==> src/rtl/debug_pkg.sv <==
// Shared state encoding and dcsr.cause constants for the Aquila debug halt controller.
package debug_pkg;

   localparam int CAUSE_W = 3;

   typedef enum logic [2:0] {
      ST_RUNNING    = 3'd0,
      ST_WAIT_STALL = 3'd1,
      ST_ENTERING   = 3'd2,
      ST_HALTED     = 3'd3,
      ST_RESUMING   = 3'd4
   } state_e;

   typedef enum logic [2:0] {
      CAUSE_NONE      = 3'd0,
      CAUSE_EBREAK    = 3'd1,
      CAUSE_TRIGGER   = 3'd2,
      CAUSE_HALTREQ   = 3'd3,
      CAUSE_STEP      = 3'd4,
      CAUSE_RESETHALT = 3'd5
   } cause_e;

endpackage

==> src/rtl/debug_cause_arbiter.sv <==
// Combinational priority arbiter over debug-entry sources; also selects the
// lowest-index qualified trigger channel as a one-hot vector.
module debug_cause_arbiter #(
   parameter int NUM_TRIG = 4,
   parameter int CAUSE_W  = 3
) (
   input  logic [NUM_TRIG-1:0] trig_vec,
   input  logic                trig_mask,
   input  logic                ebreak,
   input  logic                resethalt,
   input  logic                haltreq,
   input  logic                step,
   output logic                req,
   output logic [CAUSE_W-1:0]  cause,
   output logic [NUM_TRIG-1:0] trig_hit
);
   import debug_pkg::*;

   logic [NUM_TRIG-1:0] lowest;
   logic                trig_fire;

   // Two's-complement trick isolates the lowest set bit.
   assign lowest    = trig_vec & (~trig_vec + NUM_TRIG'(1));
   assign trig_fire = (|trig_vec) && !trig_mask;

   // NOTE: every output gets a default before the priority chain so no latch is inferred.
   always_comb begin
      req      = 1'b1;
      cause    = CAUSE_W'(CAUSE_NONE);
      trig_hit = '0;
      if (trig_fire) begin
         cause    = CAUSE_W'(CAUSE_TRIGGER);
         trig_hit = lowest;
      end else if (ebreak) begin
         cause = CAUSE_W'(CAUSE_EBREAK);
      end else if (resethalt) begin
         cause = CAUSE_W'(CAUSE_RESETHALT);
      end else if (haltreq) begin
         cause = CAUSE_W'(CAUSE_HALTREQ);
      end else if (step) begin
         cause = CAUSE_W'(CAUSE_STEP);
      end else begin
         req = 1'b0;
      end
   end

endmodule

==> src/rtl/debug_halt_controller.sv <==
// Debug entry/exit sequencer: arbitrates halt sources, masks triggers after
// flushes, issues the halt pulse to the PC unit and runs the dret handshake.
module debug_halt_controller #(
   parameter int NUM_TRIG   = 4,
   parameter int FLUSH_MASK = 2,
   parameter int CAUSE_W    = debug_pkg::CAUSE_W
) (
   input  logic                clk_i,
   input  logic                rst_i,
   input  logic                stall_i,
   input  logic                flush_i,
   input  logic                retire_i,
   input  logic                haltreq_i,
   input  logic                resethaltreq_i,
   input  logic                ebreak_i,
   input  logic                single_step_i,
   input  logic [NUM_TRIG-1:0] trig_match_i,
   input  logic [NUM_TRIG-1:0] trig_en_i,
   input  logic                dret_i,
   input  logic                halted_i,
   output logic                halt_req_o,
   output logic                save_dpc_o,
   output logic [CAUSE_W-1:0]  cause_o,
   output logic [NUM_TRIG-1:0] trig_hit_o,
   output logic                debugging_o,
   output logic                resume_ack_o
);
   import debug_pkg::*;

   // The flush cycle itself is masked, so the counter only has to cover the
   // remaining FLUSH_MASK-1 cycles.
   localparam int               CNT_W    = (FLUSH_MASK > 1) ? $clog2(FLUSH_MASK) : 1;
   localparam logic [CNT_W-1:0] CNT_LOAD = (FLUSH_MASK > 1) ? CNT_W'(FLUSH_MASK - 1) : '0;
   localparam logic             MASK_ON  = (FLUSH_MASK > 0);

   state_e              state_q, state_d;
   logic [CNT_W-1:0]    flush_cnt_q;
   logic                step_armed_q;
   logic                first_cycle_q;

   logic                trig_mask;
   logic                arb_req;
   logic [CAUSE_W-1:0]  arb_cause;
   logic [NUM_TRIG-1:0] arb_hit;
   logic                enter;
   logic                latch_cause;
   logic                arm_clear;
   logic                resume;

   assign trig_mask = (flush_i && MASK_ON) || (flush_cnt_q != '0);

   debug_cause_arbiter #(
      .NUM_TRIG (NUM_TRIG),
      .CAUSE_W  (CAUSE_W)
   ) u_arbiter (
      .trig_vec  (trig_match_i & trig_en_i),
      .trig_mask (trig_mask),
      .ebreak    (ebreak_i),
      .resethalt (resethaltreq_i && first_cycle_q),
      .haltreq   (haltreq_i),
      .step      (step_armed_q && retire_i),
      .req       (arb_req),
      .cause     (arb_cause),
      .trig_hit  (arb_hit)
   );

   always_comb begin
      state_d     = state_q;
      enter       = 1'b0;
      latch_cause = 1'b0;
      arm_clear   = 1'b0;
      resume      = 1'b0;
      case (state_q)
         ST_RUNNING: if (arb_req) begin
            latch_cause = 1'b1;
            arm_clear   = 1'b1;
            if (stall_i) begin
               state_d = ST_WAIT_STALL;
            end else begin
               state_d = ST_ENTERING;
               enter   = 1'b1;
            end
         end
         ST_WAIT_STALL: if (!stall_i) begin
            state_d = ST_ENTERING;
            enter   = 1'b1;
         end
         ST_ENTERING: if (halted_i) state_d = ST_HALTED;
         ST_HALTED: begin
            if (dret_i) begin
               state_d = ST_RESUMING;
            end else if (ebreak_i) begin
               // Debug-ROM re-entry keeps the original cause.
               state_d   = ST_ENTERING;
               enter     = 1'b1;
               arm_clear = 1'b1;
            end
         end
         ST_RESUMING: if (!halted_i) begin
            state_d = ST_RUNNING;
            resume  = 1'b1;
         end
         default: state_d = ST_RUNNING;
      endcase
   end

   // NOTE: sequential state uses non-blocking assignments so every register samples pre-edge values.
   always_ff @(posedge clk_i or posedge rst_i) begin
      if (rst_i) begin
         state_q       <= ST_RUNNING;
         flush_cnt_q   <= '0;
         step_armed_q  <= 1'b0;
         first_cycle_q <= 1'b1;
         halt_req_o    <= 1'b0;
         resume_ack_o  <= 1'b0;
         debugging_o   <= 1'b0;
         cause_o       <= '0;
         trig_hit_o    <= '0;
      end else begin
         state_q       <= state_d;
         first_cycle_q <= 1'b0;
         halt_req_o    <= enter;
         resume_ack_o  <= resume;

         if (flush_i) flush_cnt_q <= CNT_LOAD;
         else if (flush_cnt_q != '0) flush_cnt_q <= flush_cnt_q - CNT_W'(1);

         if (latch_cause) begin
            cause_o    <= arb_cause;
            trig_hit_o <= arb_hit;
         end

         if (arm_clear) step_armed_q <= 1'b0;
         else if (resume && single_step_i) step_armed_q <= 1'b1;

         if (state_q == ST_HALTED) debugging_o <= 1'b1;
         else if (state_q == ST_RUNNING) debugging_o <= 1'b0;
      end
   end

   assign save_dpc_o = halt_req_o && !halted_i;

endmodule

==> config.mk <==
export PLATFORM = sky130hd
export DESIGN_NAME = debug_halt_controller
export DESIGN_NICKNAME = d
export VERILOG_FILES = /design/src/rtl/debug_pkg.sv /design/src/rtl/debug_cause_arbiter.sv /design/src/rtl/debug_halt_controller.sv
export SDC_FILE = /design/constraint.sdc
export NUM_CORES = 1
export LEC_CHECK = 0
export BUFFER_PORTS_ARGS = -buffer_cell sky130_fd_sc_hd__buf_2
export CAP_MARGIN = 20
export CORE_UTILIZATION = 45
export CTS_BUF_LIST = sky130_fd_sc_hd__clkbuf_4 sky130_fd_sc_hd__clkbuf_8
export CTS_CLUSTER_SIZE = 10
export DETAILED_ROUTE_END_ITERATION = 7
export PLACE_DENSITY = 0.74
export SLEW_MARGIN = 40
export SYNTH_ARGS = -nofsm -noshare
export SYNTH_HDL_FRONTEND = slang
export SYNTH_SLANG_ARGS = --single-unit
==> constraint.sdc <==
create_clock -name clk_i -period 2.95 [get_ports clk_i]
set_clock_uncertainty 0.2 [all_clocks]
set_input_delay 0 -clock clk_i [delete_from_list [all_inputs] [get_ports clk_i]]
set_output_delay 0 -clock clk_i [all_outputs]
set_load 0.05 [all_outputs]
==> report_table.html, run 1 <==
<table>
<tr><th>Metric</th><th>Value</th></tr>
<tr><th colspan="2">Outcome</th></tr>
<tr><td>Result of the run</td><td>complete, no violations</td></tr>
<tr><th colspan="2">Power</th></tr>
<tr><td>Maximum VDD drop</td><td>0.522 mV</td></tr>
<tr><td>Share of power burned in combinational logic</td><td>50.8%</td></tr>
<tr><td>Clock Power Share</td><td>13.0%</td></tr>
<tr><td>Net switching share of the total power</td><td>46.0%</td></tr>
<tr><td>Net Switching</td><td>0.446 mW</td></tr>
<tr><td>Pwr Density</td><td>between 800 and 900 nW/um^2</td></tr>
<tr><td>Power share of the sequential group</td><td>36.2%</td></tr>
<tr><td>Static leakage power</td><td>between 0.5 and 0.6 nW</td></tr>
<tr><td>Total power</td><td>about 0.97 mW</td></tr>
<tr><td>Internal Power</td><td>0.525 mW</td></tr>
<tr><th colspan="2">Timing</th></tr>
<tr><td>Hold WS</td><td>47.6 ps</td></tr>
<tr><td>Count of final setup violators</td><td>0</td></tr>
<tr><td>Setup repair after global routing missed its margin</td><td>no</td></tr>
<tr><td>Min cycle time layout</td><td>2290 ps</td></tr>
<tr><td>Final cycle utilization of the critical path</td><td>77.7%</td></tr>
<tr><td>F_max</td><td>0.436 GHz</td></tr>
<tr><td>Worst slew pin tran</td><td>598 ps</td></tr>
<tr><td>Setup total negative slack</td><td>0 ps</td></tr>
<tr><td>Max Slew Vio Count</td><td>0</td></tr>
<tr><td>Worst slew margin relative to its limit</td><td>~60%</td></tr>
<tr><td>Hold Vio Cnt, Final</td><td>0</td></tr>
<tr><th colspan="2">Min path</th></tr>
<tr><td>Endpoint of the worst hold path</td><td>halt_req_o</td></tr>
<tr><td>Start point of the worst hold path</td><td>retire_i</td></tr>
<tr><td>Hold Path Stages</td><td>5</td></tr>
<tr><td>Class of the tightest hold or removal check</td><td>input port to flop</td></tr>
<tr><th colspan="2">Worst setup path</th></tr>
<tr><td>Crit Reg-Reg Endpoint</td><td>step_armed_q</td></tr>
<tr><td>Number of cells traversed by the worst register-to-register path</td><td>4</td></tr>
<tr><td>CP max stage delay</td><td>580 ps</td></tr>
<tr><td>Worst setup path category</td><td>input port to flop</td></tr>
<tr><td>R2R Setup Slk</td><td>720 ps</td></tr>
<tr><td>Source of the worst register-to-register timing path</td><td>state_q[0]</td></tr>
<tr><td>Crit path from</td><td>trig_en_i[2]</td></tr>
<tr><td>Cell type with the highest occurrence count on the critical path</td><td>sky130_fd_sc_hd__dlygate4sd3_1</td></tr>
<tr><td>Setup crit start kind</td><td>input port</td></tr>
<tr><td>Critical path peak fanout</td><td>8</td></tr>
<tr><td>Ordered cell list for the critical path</td><td>dlygate4sd3_1, buf_2, nand2_1, a311oi_4, o21a_1, a211oi_1, dlygate4sd3_1</td></tr>
<tr><td>Critical Path Slowest Stage Cell</td><td>sky130_fd_sc_hd__dlygate4sd3_1</td></tr>
<tr><td>Crit path DAT</td><td>between 2000 and 2500 ps</td></tr>
<tr><td>CP endpoint kind</td><td>flop</td></tr>
<tr><td>Buf/Inv on CP</td><td>3</td></tr>
<tr><td>WP data required</td><td>2930 ps</td></tr>
<tr><td>CP top delay family</td><td>buffers and inverters</td></tr>
<tr><th colspan="2">Global routing</th></tr>
<tr><td>Grt total ovfl</td><td>0</td></tr>
<tr><td>Number of global-route vias before repair</td><td>756</td></tr>
<tr><td>Number of antenna violations at the first check in global routing</td><td>0</td></tr>
<tr><td>Largest net degree at the start of global routing</td><td>17</td></tr>
<tr><td>Global-route wire length before repair</td><td>3.21 mm</td></tr>
<tr><td>Total global-route track usage</td><td>a little under a quarter</td></tr>
<tr><th colspan="2">Floorplan</th></tr>
<tr><td>Standard cell core area</td><td>1590 sq um</td></tr>
<tr><td>Top-level I/O count</td><td>30</td></tr>
<tr><td>Number of rows in the core area</td><td>14</td></tr>
<tr><td>Die Span X</td><td>44.4 um</td></tr>
<tr><td>Die outline height</td><td>roughly 44 um</td></tr>
<tr><td>Starting Density</td><td>about 51%</td></tr>
<tr><td>Die ar.</td><td>1980 sq um</td></tr>
<tr><th colspan="2">Clock tree</th></tr>
<tr><td>Clock Sink Count</td><td>16</td></tr>
<tr><td>Postcts setup bufs</td><td>0</td></tr>
<tr><td>Number of buffers inserted by hold repair at cts</td><td>21</td></tr>
<tr><td>Clock-pin slew of the registers on the worst-case setup and hold paths</td><td>90 ps</td></tr>
<tr><td>Number of buffers inserted during clock tree synthesis</td><td>3</td></tr>
<tr><td>Clock tree from TritonCTS</td><td>yes</td></tr>
<tr><td>Clock latency on the worst-skew pair</td><td>280 ps</td></tr>
<tr><td>Master cell of the clock root buffer</td><td>sky130_fd_sc_hd__clkbuf_4</td></tr>
<tr><td>Deepest level of the CTS H-tree</td><td>1</td></tr>
<tr><td>Post-cts resize count</td><td>0</td></tr>
<tr><td>Maximum count of clock buffers along a single path</td><td>2</td></tr>
<tr><th colspan="2">Drt</th></tr>
<tr><td>Final wirelength</td><td>2.03 mm</td></tr>
<tr><td>Count of unresolved DRC violations after routing</td><td>0</td></tr>
<tr><td>Total number of vias</td><td>between 700 and 800</td></tr>
<tr><td>First-pass iteration count of the detailed router</td><td>4</td></tr>
<tr><td>Average wire per standard cell</td><td>13.1 um</td></tr>
<tr><td>Initial detailed-routing violation count</td><td>20</td></tr>
<tr><td>Via/cell ratio</td><td>just over 5</td></tr>
<tr><td>Number of nets with antenna violations after routing</td><td>0</td></tr>
<tr><th colspan="2">Layout</th></tr>
<tr><td>Fraction of final layout cells with drive strength greater than 1</td><td>31.3%</td></tr>
<tr><td>Area delta synth-&gt;final</td><td>49.4%</td></tr>
<tr><td>Area of combinational cells with multiple inputs</td><td>~370 sq um</td></tr>
<tr><td>Highest-count cells in the layout ignoring fill and taps</td><td>sky130_fd_sc_hd__buf_2 (29), sky130_fd_sc_hd__dlygate4sd3_1 (21), sky130_fd_sc_hd__dfrtp_1 (15)</td></tr>
<tr><td>Count of inserted antenna diode cells</td><td>0</td></tr>
<tr><td>Fin cells</td><td>roughly 160</td></tr>
<tr><td>Number of filler instances in the final layout</td><td>130</td></tr>
<tr><td>Most common cell after layout, fill and taps aside</td><td>sky130_fd_sc_hd__buf_2</td></tr>
<tr><td>Post-layout net count</td><td>151</td></tr>
<tr><td>Storage element area</td><td>402 sq um</td></tr>
<tr><th colspan="2">Placed design</th></tr>
<tr><td>Count of buffers inserted at the top-level ports</td><td>29</td></tr>
<tr><td>Placer Congestion</td><td>0.750</td></tr>
<tr><td>HPWL after detailed placement</td><td>1.31 mm</td></tr>
<tr><td>DP Cell Count</td><td>130</td></tr>
<tr><th colspan="2">Yosys</th></tr>
<tr><td>Netlist Area Pre-Place</td><td>811 sq um</td></tr>
<tr><td>Flip-flop cell with the highest count after synthesis</td><td>sky130_fd_sc_hd__dfrtp_1</td></tr>
<tr><td>Gate count of the mapped netlist</td><td>79</td></tr>
<tr><td>Synthesized net count</td><td>98</td></tr>
<tr><td>Yosys synthesis warning count</td><td>0</td></tr>
<tr><td>Sequential element share of the synthesized area</td><td>between 40% and 50%</td></tr>
<tr><td>Async set or reset register ratio after synthesis</td><td>100%</td></tr>
<tr><td>Number of enable-type register cells in the synthesized netlist</td><td>0</td></tr>
<tr><td>Syn avg cell area</td><td>10.3 sq um</td></tr>
<tr><td>Count of different cell masters after synthesis</td><td>29</td></tr>
<tr><td>Post-synthesis sequential element count</td><td>16</td></tr>
<tr><th colspan="2">Flow run</th></tr>
<tr><td>Maximum Capacitance Violations</td><td>0</td></tr>
</table>
## power groups by stage
stage	clock network (mW)	logic [mW]	registers (mW)
CTS	0.134	0.488	0.350
floorplan	0	0.208	0.499
detailed placement	0	0.446	0.353
global placement	0	0.440	0.350
global route	0.141	0.523	0.360
finish	0.126	0.493	0.352
## metal layers
layer | up-vias | part of all wire (%) | global-route usage (%)
li1 | 383 | - | -
met1 | 363 | 41 | 25.3
met2 | 31 | 52 | 41.8
met3 | 4 | 6.0 | 7.35
met4 | 0 | 1.5 | 9.09
met5 | - | 0 | 0
## synth_stat cells (2+ instances only)
cell type / instances / area, sq um
sky130_fd_sc_hd__a21oi_1: 5 / 25.0
sky130_fd_sc_hd__dfrtp_1: 15 / 375
sky130_fd_sc_hd__inv_1: 6 / 22.5
sky130_fd_sc_hd__mux2_4: 3 / 45.0
sky130_fd_sc_hd__mux2i_1: 2 / 20.0
sky130_fd_sc_hd__nand2_1: 8 / 30.0
sky130_fd_sc_hd__nand3_1: 2 / 10.0
sky130_fd_sc_hd__nand4_1: 2 / 12.5
sky130_fd_sc_hd__nor2_1: 6 / 22.5
sky130_fd_sc_hd__nor2b_1: 3 / 18.8
sky130_fd_sc_hd__nor3_1: 4 / 20.0
sky130_fd_sc_hd__nor3b_1: 2 / 15.0
sky130_fd_sc_hd__nor4_1: 2 / 12.5
sky130_fd_sc_hd__o21ai_0: 4 / 20.0
## stage by stage
stage	util [%]	cell area (sq um)	setup WS [ps]
6_report	76.0	1210	658
5_1_grt	76.0	1210	575
4_1_cts	76.0	1210	709
3_5_place_dp	60.9	971	1080
3_3_place_gp	60.9	971	1140
2_1_floorplan	-	811	1270
## registers in the layout, summed over array words and instances (netlist names)
register,cells
cause_o,3
resume_ack_o,1
halt_req_o,1
first_cycle_q,1
flush_cnt_q,1
state_q,3
trig_hit_o,4
step_armed_q,1
debugging_o,1
## how the worst max path moves through the flow
stage,endpoint,slack [ps],cells after the start
after global placement,cause_o[2],1140,3
final,step_armed_q,660,7
after global routing,step_armed_q,570,7
after detailed placement,trig_hit_o[2],1080,3
after floorplan,cause_o[2],1270,5
after CTS,step_armed_q,710,7
## worst reg2reg max path, stage by stage (launching register included)
cell and delay [ps]:
sky130_fd_sc_hd__dfrtp_1 470, sky130_fd_sc_hd__nor3_1 340, sky130_fd_sc_hd__o21a_1 440, sky130_fd_sc_hd__a211oi_1 90, sky130_fd_sc_hd__dlygate4sd3_1 580
## kinds of logic after synthesis
| logic type | count (synthesis) | share of synthesized area [%] |
|---|---|---|
| multiplexers | 5 | 8.02 |
| buffers and inverters | 8 | 4.63 |
| flip-flops | 16 | 49.5 |
| AO/OA/AOI/OAI | 18 | 18.1 |
| AND/OR/NAND/NOR | 31 | 19.3 |
| other | 1 | 0.463 |
## final cells by class
type	instances	share of cell area, %
sequential	16	33.2
tap	24	2.48
timing repair buffer	50	29.3
inverter	6	1.86
multi-input combinational	55	30.7
clock buffer	4	2.48
Note: power is estimated with default switching activity, not from simulation.
==> run 2, diff against run 1 <==
--- a/config.mk
+++ b/config.mk
@@ -11,7 +11,7 @@
 export CTS_BUF_LIST = sky130_fd_sc_hd__clkbuf_4 sky130_fd_sc_hd__clkbuf_8
 export CTS_CLUSTER_SIZE = 10
 export DETAILED_ROUTE_END_ITERATION = 7
-export PLACE_DENSITY = 0.74
+export PLACE_DENSITY = 0.77
 export SLEW_MARGIN = 40
 export SYNTH_ARGS = -nofsm -noshare
 export SYNTH_HDL_FRONTEND = slang
==> constraint.sdc (replaced) <==
create_clock -name clk_i -period 1.9 [get_ports clk_i]
set_clock_uncertainty 0.2 [all_clocks]
set_input_delay 0 -clock clk_i [delete_from_list [all_inputs] [get_ports clk_i]]
set_output_delay 0 -clock clk_i [all_outputs]
set_load 0.05 [all_outputs]
==> report_table.html, run 2 (synthesized netlist as in run 1, its figures left out) <==
<table>
<tr><th>Metric</th><th>Value</th></tr>
<tr><th colspan="2">Outcome</th></tr>
<tr><td>Result of the run</td><td>complete, no violations (unchanged)</td></tr>
<tr><th colspan="2">Layout</th></tr>
<tr><td>Highest-count cells in the layout ignoring fill and taps</td><td>sky130_fd_sc_hd__buf_2 (29), sky130_fd_sc_hd__dlygate4sd3_1 (20), sky130_fd_sc_hd__dfrtp_1 (15) (was sky130_fd_sc_hd__buf_2 (29), sky130_fd_sc_hd__dlygate4sd3_1 (21), sky130_fd_sc_hd__dfrtp_1 (15))</td></tr>
<tr><td>Storage element area</td><td>402 sq um (unchanged)</td></tr>
<tr><td>Most common cell after layout, fill and taps aside</td><td>sky130_fd_sc_hd__buf_2 (unchanged)</td></tr>
<tr><td>Number of filler instances in the final layout</td><td>113 (was 130)</td></tr>
<tr><td>Largest registers ranked by flip-flop count</td><td>trig_hit_o (4), cause_o (3), state_q (3) (unchanged)</td></tr>
<tr><td>Count of inserted antenna diode cells</td><td>0 (unchanged)</td></tr>
<tr><td>Fraction of final layout cells with drive strength greater than 1</td><td>36.3% (was 31.3%)</td></tr>
<tr><td>Most flops, register</td><td>trig_hit_o (unchanged)</td></tr>
<tr><td>Flip-flop count of the largest register after layout</td><td>4 (unchanged)</td></tr>
<tr><td>Area delta synth-&gt;final</td><td>54.6% (was 49.4%)</td></tr>
<tr><td>Post-layout net count</td><td>155 (was 151)</td></tr>
<tr><td>Area of combinational cells with multiple inputs</td><td>380 sq um (was 372 sq um)</td></tr>
<tr><td>Fin area</td><td>1250 sq um (was 1210 sq um)</td></tr>
<tr><th colspan="2">Worst setup path</th></tr>
<tr><td>WP data required</td><td>1880 ps (was 2930 ps)</td></tr>
<tr><td>CP endpoint kind</td><td>flop (unchanged)</td></tr>
<tr><td>Critical path peak fanout</td><td>7 (was 8)</td></tr>
<tr><td>Crit path DAT</td><td>1730 ps (was 2270 ps)</td></tr>
<tr><td>Worst setup path category</td><td>flop to flop (was input port to flop)</td></tr>
<tr><td>Setup crit start kind</td><td>flop (was input port)</td></tr>
<tr><th colspan="2">Global routing</th></tr>
<tr><td>Number of antenna violations at the first check in global routing</td><td>0 (unchanged)</td></tr>
<tr><td>Grt total ovfl</td><td>0 (unchanged)</td></tr>
<tr><td>Number of global-route vias before repair</td><td>849 (was 756)</td></tr>
<tr><td>Global-route wire length before repair</td><td>3.51 mm (was 3.21 mm)</td></tr>
<tr><td>Largest net degree at the start of global routing</td><td>17 (unchanged)</td></tr>
<tr><td>Total global-route track usage</td><td>25.4% (was 23.3%)</td></tr>
<tr><th colspan="2">Drt</th></tr>
<tr><td>Final wirelength</td><td>2.17 mm (was 2.03 mm)</td></tr>
<tr><td>Count of unresolved DRC violations after routing</td><td>0 (unchanged)</td></tr>
<tr><td>Via/cell ratio</td><td>5.16 (was 5.04)</td></tr>
<tr><td>Number of nets with antenna violations after routing</td><td>0 (unchanged)</td></tr>
<tr><td>Average wire per standard cell</td><td>13.6 um (was 13.1 um)</td></tr>
<tr><td>Total number of vias</td><td>821 (was 781)</td></tr>
<tr><td>First-pass iteration count of the detailed router</td><td>4 (unchanged)</td></tr>
<tr><td>Initial detailed-routing violation count</td><td>6 (was 20)</td></tr>
<tr><th colspan="2">Flow run</th></tr>
<tr><td>Maximum Capacitance Violations</td><td>0 (unchanged)</td></tr>
<tr><th colspan="2">Power</th></tr>
<tr><td>Total power</td><td>1.60 mW (was 0.970 mW)</td></tr>
<tr><td>Pwr Density</td><td>1270 nW/um^2 (was 801 nW/um^2)</td></tr>
<tr><td>Static leakage power</td><td>0.613 nW (was 0.587 nW)</td></tr>
<tr><td>Maximum VDD drop</td><td>1.10 mV (was 0.522 mV)</td></tr>
<tr><th colspan="2">Timing</th></tr>
<tr><td>Final cycle utilization of the critical path</td><td>92.4%</td></tr>
<tr><td>Worst slew pin tran</td><td>606 ps (was 598 ps)</td></tr>
<tr><td>Setup total negative slack</td><td>0 ps (unchanged)</td></tr>
<tr><td>F_max</td><td>0.570 GHz</td></tr>
<tr><td>Min cycle time layout</td><td>between 1500 and 2000 ps</td></tr>
<tr><td>Worst slew margin relative to its limit</td><td>59.6% (was 60.1%)</td></tr>
<tr><td>Hold Vio Cnt, Final</td><td>0 (unchanged)</td></tr>
<tr><td>Max Slew Vio Count</td><td>0 (unchanged)</td></tr>
<tr><td>Count of final setup violators</td><td>0 (unchanged)</td></tr>
<tr><td>Setup repair after global routing missed its margin</td><td>no (unchanged)</td></tr>
<tr><th colspan="2">Floorplan</th></tr>
<tr><td>Die ar.</td><td>1980 sq um (unchanged)</td></tr>
<tr><td>Die outline height</td><td>44.4 um (unchanged)</td></tr>
<tr><td>Die Span X</td><td>44.4 um (unchanged)</td></tr>
<tr><td>Number of rows in the core area</td><td>14 (unchanged)</td></tr>
<tr><td>Top-level I/O count</td><td>30 (unchanged)</td></tr>
<tr><td>Standard cell core area</td><td>1590 sq um (unchanged)</td></tr>
<tr><td>Starting Density</td><td>50.9% (unchanged)</td></tr>
<tr><th colspan="2">Placed design</th></tr>
<tr><td>Count of buffers inserted at the top-level ports</td><td>29 (unchanged)</td></tr>
<tr><td>HPWL after detailed placement</td><td>1.33 mm (was 1.31 mm)</td></tr>
<tr><td>Placement-stage cell area</td><td>1010 sq um (was 971 sq um)</td></tr>
<tr><td>Placer Congestion</td><td>0.819 (was 0.750)</td></tr>
<tr><th colspan="2">Clock tree</th></tr>
<tr><td>Clock latency on the worst-skew pair</td><td>300 ps (was 280 ps)</td></tr>
<tr><td>Maximum count of clock buffers along a single path</td><td>2 (unchanged)</td></tr>
<tr><td>Clock-pin slew of the registers on the worst-case setup and hold paths</td><td>90 ps (about the same)</td></tr>
<tr><td>Postcts setup bufs</td><td>0 (unchanged)</td></tr>
<tr><td>Clock Sink Count</td><td>16 (unchanged)</td></tr>
<tr><td>Master cell of the clock root buffer</td><td>sky130_fd_sc_hd__clkbuf_4 (unchanged)</td></tr>
<tr><td>Number of buffers inserted during clock tree synthesis</td><td>3 (unchanged)</td></tr>
<tr><td>Deepest level of the CTS H-tree</td><td>1 (unchanged)</td></tr>
<tr><td>Clock tree from TritonCTS</td><td>yes (unchanged)</td></tr>
<tr><th colspan="2">Min path</th></tr>
<tr><td>Class of the tightest hold or removal check</td><td>input port to flop (unchanged)</td></tr>
</table>
run 2: cell types whose count changed in the layout (fill, tap and decap cells not counted), sizes merged:
cell / previous run / this run
dlygate4sd3: 21 / 20
buf: 29 / 34
run 2: what timing repair did:
item | CTS | global route
setup endpoints to repair | 0 | 5
hold buffers | 20 | 0
endpoints found under the hold margin | 29 | 0
gates resized for setup | 0 | 3
run 2: cell type report:
| type | instances | area share, % |
|---|---|---|
| inverters | 6 | 1.80 |
| flip-flops and latches | 16 | 32.0 |
| well taps | 24 | 2.40 |
| multi-input cells | 55 | 30.3 |
| clock buffers | 4 | 2.89 |
| repair buffers | 54 | 30.5 |
run 2: report_power, final:
| part | leakage (nW) | switching [mW] | total [mW] | internal, mW |
|---|---|---|---|---|
| clock network | 0.0210 | 0.113 | 0.230 | 0.117 |
| registers | 0.204 | 0.0667 | 0.516 | 0.449 |
| logic | 0.388 | 0.545 | 0.851 | 0.306 |
run 2: path summary, 6_finish.rpt:
kind / cells after the start / to / slack (ps) / startpoint
min in group asynchronous: 3 / trig_hit_o[1] / 100 / rst_i
worst max-delay path: 5 / state_q[2] / 140 / state_q[1]
max in group asynchronous: 3 / debugging_o / 1000 / rst_i
worst min register to register: 1 / trig_hit_o[1] / 320 / trig_hit_o[1]
worst max register to register: 5 / state_q[2] / 140 / state_q[1]
worst min-delay path: 5 / halt_req_o / 80 / retire_i
run 2: worst max-delay path, cell delays in order (launching register included):
cell and delay (ps):
sky130_fd_sc_hd__dfrtp_1 420, sky130_fd_sc_hd__buf_4 170, sky130_fd_sc_hd__nor2b_2 180, sky130_fd_sc_hd__nand3_1 80, sky130_fd_sc_hd__nand2_1 50, sky130_fd_sc_hd__dlygate4sd3_1 550
run 2: routing by layer:
layer / track usage, % / vias to the layer above / share of wire [%]
met1: 27.5 / 386 / 43
met4: 23.6 / 0 / 6.5
met5: 0 / - / 0
li1: - / 395 / -
met2: 41.5 / 28 / 47
met3: 4.49 / 12 / 3.8
run 2: metrics by stage:
stage	util, %	setup slack, ps	hold slack (ps)	cells
CTS	78.1	72.3	33.2	159
global route	78.6	73.3	144	159
detailed placement	63.3	140	-86.9	135
finish	78.6	145	77.7	159
floorplan	-	220	-287	79
global placement	63.3	193	-106	135
==> run 3, diff against run 2 <==
--- a/config.mk
+++ b/config.mk
@@ -5,13 +5,12 @@
 export SDC_FILE = /design/constraint.sdc
 export NUM_CORES = 1
 export LEC_CHECK = 0
-export BUFFER_PORTS_ARGS = -buffer_cell sky130_fd_sc_hd__buf_2
 export CAP_MARGIN = 20
 export CORE_UTILIZATION = 45
 export CTS_BUF_LIST = sky130_fd_sc_hd__clkbuf_4 sky130_fd_sc_hd__clkbuf_8
 export CTS_CLUSTER_SIZE = 10
 export DETAILED_ROUTE_END_ITERATION = 7
-export PLACE_DENSITY = 0.77
+export DONT_BUFFER_PORTS = 1
 export SLEW_MARGIN = 40
 export SYNTH_ARGS = -nofsm -noshare
 export SYNTH_HDL_FRONTEND = slang
==> constraint.sdc (replaced) <==
create_clock -name clk_i -period 2.18 [get_ports clk_i]
set_clock_uncertainty 0.2 [all_clocks]
set_input_delay 0 -clock clk_i [delete_from_list [all_inputs] [get_ports clk_i]]
set_output_delay 0 -clock clk_i [all_outputs]
set_load 0.05 [all_outputs]
==> report_table.html, run 3 (synthesized netlist as in run 1, its figures left out) <==
<table>
<tr><th>Metric</th><th>Value</th></tr>
<tr><th colspan="2">Outcome</th></tr>
<tr><td>Result of the run</td><td>complete, no violations (unchanged)</td></tr>
<tr><th colspan="2">Power</th></tr>
<tr><td>Maximum VDD drop</td><td>0.789 mV (was 1.10 mV)</td></tr>
<tr><td>Net switching share of the total power</td><td>47.4% (was 45.4%)</td></tr>
<tr><td>Pwr Density</td><td>1140 nW/um^2 (was 1270 nW/um^2)</td></tr>
<tr><td>Power share of the sequential group</td><td>56.4% (was 32.3%)</td></tr>
<tr><td>Internal Power</td><td>0.665 mW (was 0.872 mW)</td></tr>
<tr><td>Total power</td><td>1.27 mW (was 1.60 mW)</td></tr>
<tr><td>Net Switching</td><td>0.601 mW (was 0.725 mW)</td></tr>
<tr><td>Share of power burned in combinational logic</td><td>29.5% (was 53.3%)</td></tr>
<tr><td>Static leakage power</td><td>0.475 nW (was 0.613 nW)</td></tr>
<tr><td>Clock Power Share</td><td>14.1% (was 14.4%)</td></tr>
<tr><th colspan="2">Min path</th></tr>
<tr><td>Class of the tightest hold or removal check</td><td>input port to async pin (was input port to flop)</td></tr>
<tr><th colspan="2">Layout</th></tr>
<tr><td>Highest-count cells in the layout ignoring fill and taps</td><td>sky130_fd_sc_hd__dlygate4sd3_1 (24), sky130_fd_sc_hd__dfrtp_1 (15), sky130_fd_sc_hd__nand2_1 (8) (was sky130_fd_sc_hd__buf_2 (29), sky130_fd_sc_hd__dlygate4sd3_1 (20), sky130_fd_sc_hd__dfrtp_1 (15))</td></tr>
<tr><td>Most flops, register</td><td>trig_hit_o (unchanged)</td></tr>
<tr><td>Fraction of final layout cells with drive strength greater than 1</td><td>13.2% (was 36.3%)</td></tr>
<tr><td>Most common cell after layout, fill and taps aside</td><td>sky130_fd_sc_hd__dlygate4sd3_1 (was sky130_fd_sc_hd__buf_2)</td></tr>
<tr><td>Largest registers ranked by flip-flop count</td><td>trig_hit_o (4), cause_o (3), state_q (3) (unchanged)</td></tr>
<tr><td>Flip-flop count of the largest register after layout</td><td>4 (unchanged)</td></tr>
<tr><td>Post-layout net count</td><td>126 (was 155)</td></tr>
<tr><td>Area delta synth-&gt;final</td><td>36.9% (was 54.6%)</td></tr>
<tr><td>Count of inserted antenna diode cells</td><td>0 (unchanged)</td></tr>
<tr><th colspan="2">Timing</th></tr>
<tr><td>Worst slew margin relative to its limit</td><td>59.8% (was 59.6%)</td></tr>
<tr><td>Setup total negative slack</td><td>0 ps (unchanged)</td></tr>
<tr><td>Count of final setup violators</td><td>0 (unchanged)</td></tr>
<tr><td>Worst slew pin tran</td><td>602 ps (was 606 ps)</td></tr>
<tr><td>F_max</td><td>0.467 GHz</td></tr>
<tr><td>Max Slew Vio Count</td><td>0 (unchanged)</td></tr>
<tr><td>Final cycle utilization of the critical path</td><td>98.1%</td></tr>
<tr><td>Hold Vio Cnt, Final</td><td>0 (unchanged)</td></tr>
<tr><td>Min cycle time layout</td><td>2140 ps</td></tr>
<tr><td>Setup repair after global routing missed its margin</td><td>no (unchanged)</td></tr>
<tr><th colspan="2">Flow run</th></tr>
<tr><td>Maximum Capacitance Violations</td><td>0 (unchanged)</td></tr>
<tr><th colspan="2">Clock tree</th></tr>
<tr><td>Maximum count of clock buffers along a single path</td><td>2 (unchanged)</td></tr>
<tr><td>Postcts setup bufs</td><td>0 (unchanged)</td></tr>
<tr><td>Clock latency on the worst-skew pair</td><td>290 ps (was 300 ps)</td></tr>
<tr><td>Clock tree from TritonCTS</td><td>yes (unchanged)</td></tr>
<tr><td>Deepest level of the CTS H-tree</td><td>1 (unchanged)</td></tr>
<tr><td>Clock-pin slew of the registers on the worst-case setup and hold paths</td><td>100 ps (was 90 ps)</td></tr>
<tr><td>Number of buffers inserted during clock tree synthesis</td><td>3 (unchanged)</td></tr>
<tr><td>Master cell of the clock root buffer</td><td>sky130_fd_sc_hd__clkbuf_4 (unchanged)</td></tr>
<tr><td>Clock Sink Count</td><td>16 (unchanged)</td></tr>
<tr><th colspan="2">Drt</th></tr>
<tr><td>Amount of wire on met2 after detailed routing</td><td>902 um (was 1.02 mm)</td></tr>
<tr><td>Routed met1 length</td><td>904 um (was 926 um)</td></tr>
<tr><td>Count of unresolved DRC violations after routing</td><td>0 (unchanged)</td></tr>
<tr><td>Met3 wire length</td><td>117 um (was 82 um)</td></tr>
<tr><td>Uppermost signal routing layer after detailed routing</td><td>met4 (unchanged)</td></tr>
<tr><td>Average wire per standard cell</td><td>15.2 um (was 13.6 um)</td></tr>
<tr><td>Via/cell ratio</td><td>5.47 (was 5.16)</td></tr>
<tr><td>First-pass iteration count of the detailed router</td><td>4 (unchanged)</td></tr>
<tr><td>Total number of vias</td><td>711 (was 821)</td></tr>
<tr><td>Final wirelength</td><td>1.98 mm (was 2.17 mm)</td></tr>
<tr><td>Initial detailed-routing violation count</td><td>15 (was 6)</td></tr>
<tr><td>Number of nets with antenna violations after routing</td><td>0 (unchanged)</td></tr>
<tr><th colspan="2">Floorplan</th></tr>
<tr><td>Standard cell core area</td><td>1590 sq um (unchanged)</td></tr>
<tr><td>Die Span X</td><td>44.4 um (unchanged)</td></tr>
<tr><td>Top-level I/O count</td><td>30 (unchanged)</td></tr>
<tr><td>Number of rows in the core area</td><td>14 (unchanged)</td></tr>
<tr><td>Die outline height</td><td>44.4 um (unchanged)</td></tr>
<tr><td>Starting Density</td><td>50.9% (unchanged)</td></tr>
<tr><td>Die ar.</td><td>1980 sq um (unchanged)</td></tr>
<tr><th colspan="2">Worst setup path</th></tr>
<tr><td>CP top delay family</td><td>buffers and inverters (unchanged)</td></tr>
<tr><td>CP max stage delay</td><td>580 ps (was 550 ps)</td></tr>
<tr><td>Critical path peak fanout</td><td>3 (was 7)</td></tr>
<tr><td>Cell type with the highest occurrence count on the critical path</td><td>sky130_fd_sc_hd__dlygate4sd3_1</td></tr>
<tr><td>Ordered cell list for the critical path</td><td>dlygate4sd3_1, nand2_1, dlygate4sd3_1, nor2b_1, dlygate4sd3_1, mux2_4 (was buf_4, nor2b_2, nand3_1, nand2_1, dlygate4sd3_1)</td></tr>
<tr><td>Crit path DAT</td><td>2110 ps (was 1730 ps)</td></tr>
<tr><td>R2R Setup Slk</td><td>140 ps (about the same)</td></tr>
<tr><td>Worst setup path category</td><td>input port to flop (was flop to flop)</td></tr>
<tr><td>Crit path from</td><td>trig_en_i[2] (was state_q[1])</td></tr>
<tr><td>Buf/Inv on CP</td><td>3 (was 2)</td></tr>
<tr><td>Critical Path Slowest Stage Cell</td><td>sky130_fd_sc_hd__dlygate4sd3_1 (unchanged)</td></tr>
<tr><td>CP endpoint kind</td><td>flop (unchanged)</td></tr>
<tr><td>Source of the worst register-to-register timing path</td><td>flush_cnt_q (was state_q[1])</td></tr>
<tr><td>Setup crit start kind</td><td>input port (was flop)</td></tr>
<tr><td>WP data required</td><td>2150 ps (was 1880 ps)</td></tr>
<tr><th colspan="2">Global routing</th></tr>
<tr><td>Largest net degree at the start of global routing</td><td>17 (unchanged)</td></tr>
<tr><td>Number of antenna violations at the first check in global routing</td><td>0 (unchanged)</td></tr>
<tr><td>Grt total ovfl</td><td>0 (unchanged)</td></tr>
<tr><td>Global-route wire length before repair</td><td>3.19 mm (was 3.51 mm)</td></tr>
<tr><td>Total global-route track usage</td><td>22.9% (was 25.4%)</td></tr>
<tr><td>Number of global-route vias before repair</td><td>691 (was 849)</td></tr>
<tr><th colspan="2">Placed design</th></tr>
<tr><td>Placer Congestion</td><td>0.791 (was 0.819)</td></tr>
<tr><td>Count of buffers inserted at the top-level ports</td><td>0 (was 29)</td></tr>
<tr><td>HPWL after detailed placement</td><td>1.13 mm (was 1.33 mm)</td></tr>
</table>
==> run 3: cell count changes in the layout (fill, tap and decap cells not counted), sizes merged <==
cell | previous run | this run
buf | 34 | 1
dlygate4sd3 | 20 | 24
==> run 3: power by group through the flow <==
stage	registers, mW	logic [mW]	clock network (mW)
finish	0.714	0.374	0.179
CTS	0.709	0.364	0.182
floorplan	0.676	0.281	0
detailed placement	0.714	0.291	0
global placement	0.711	0.286	0
global route	0.729	0.410	0.194
==> run 3: area by class of cell <==
cell class | instances | area, sq um
Fill cell | 115 | 484
Sequential cell | 16 | 402
Multi-Input combinational cell | 55 | 378
Timing Repair Buffer | 25 | 248
Clock buffer | 4 | 30.0
Tap cell | 24 | 30.0
Inverter | 6 | 22.5
==> run 3: repair_timing <==
action | in CTS | in global routing
hold buffers | 24 | 0
hold endpoints to repair | 31 | 0
gates resized for setup | 0 | 1
setup endpoints to repair | 0 | 1
==> run 3: final timing paths <==
kind	depth (start not counted)	to
min reg2reg	1	halt_req_o
min in group clk_i	4	halt_req_o
max reg2reg	4	state_q[1]
min	2	state_q[2]
max	6	trig_hit_o[2]
max in group asynchronous	2	trig_hit_o[2]
==> run 3: worst register-to-register path: cells and delay by family (launching register included) <==
family                 cells  cell delay [ps]
DFF                        1              420
AOI/OAI and AO/OA          2              660
buffers and inverters      1              590
and+or+nand+nor            1              110
==> run 3: per-stage QoR <==
step	hold slack, ps	worst slack, ps	area, sq um	std cells	util [%]
floorplan	-287	500	811	79	-
global placement	-212	373	833	102	52.3
detailed placement	-206	316	833	102	52.3
CTS	14.1	84.2	1100	130	69.2
global route	68.2	3.81	1110	130	69.6
finish	6.00	40.5	1110	130	69.6
==> run 3: per-layer routing <==
| layer | global-route usage, % | up-vias |
|---|---|---|
| li1 | - | 336 |
| met1 | 29.0 | 343 |
| met2 | 34.7 | 26 |
| met3 | 9.39 | 6 |
| met4 | 9.70 | 0 |
| met5 | 0 | - |
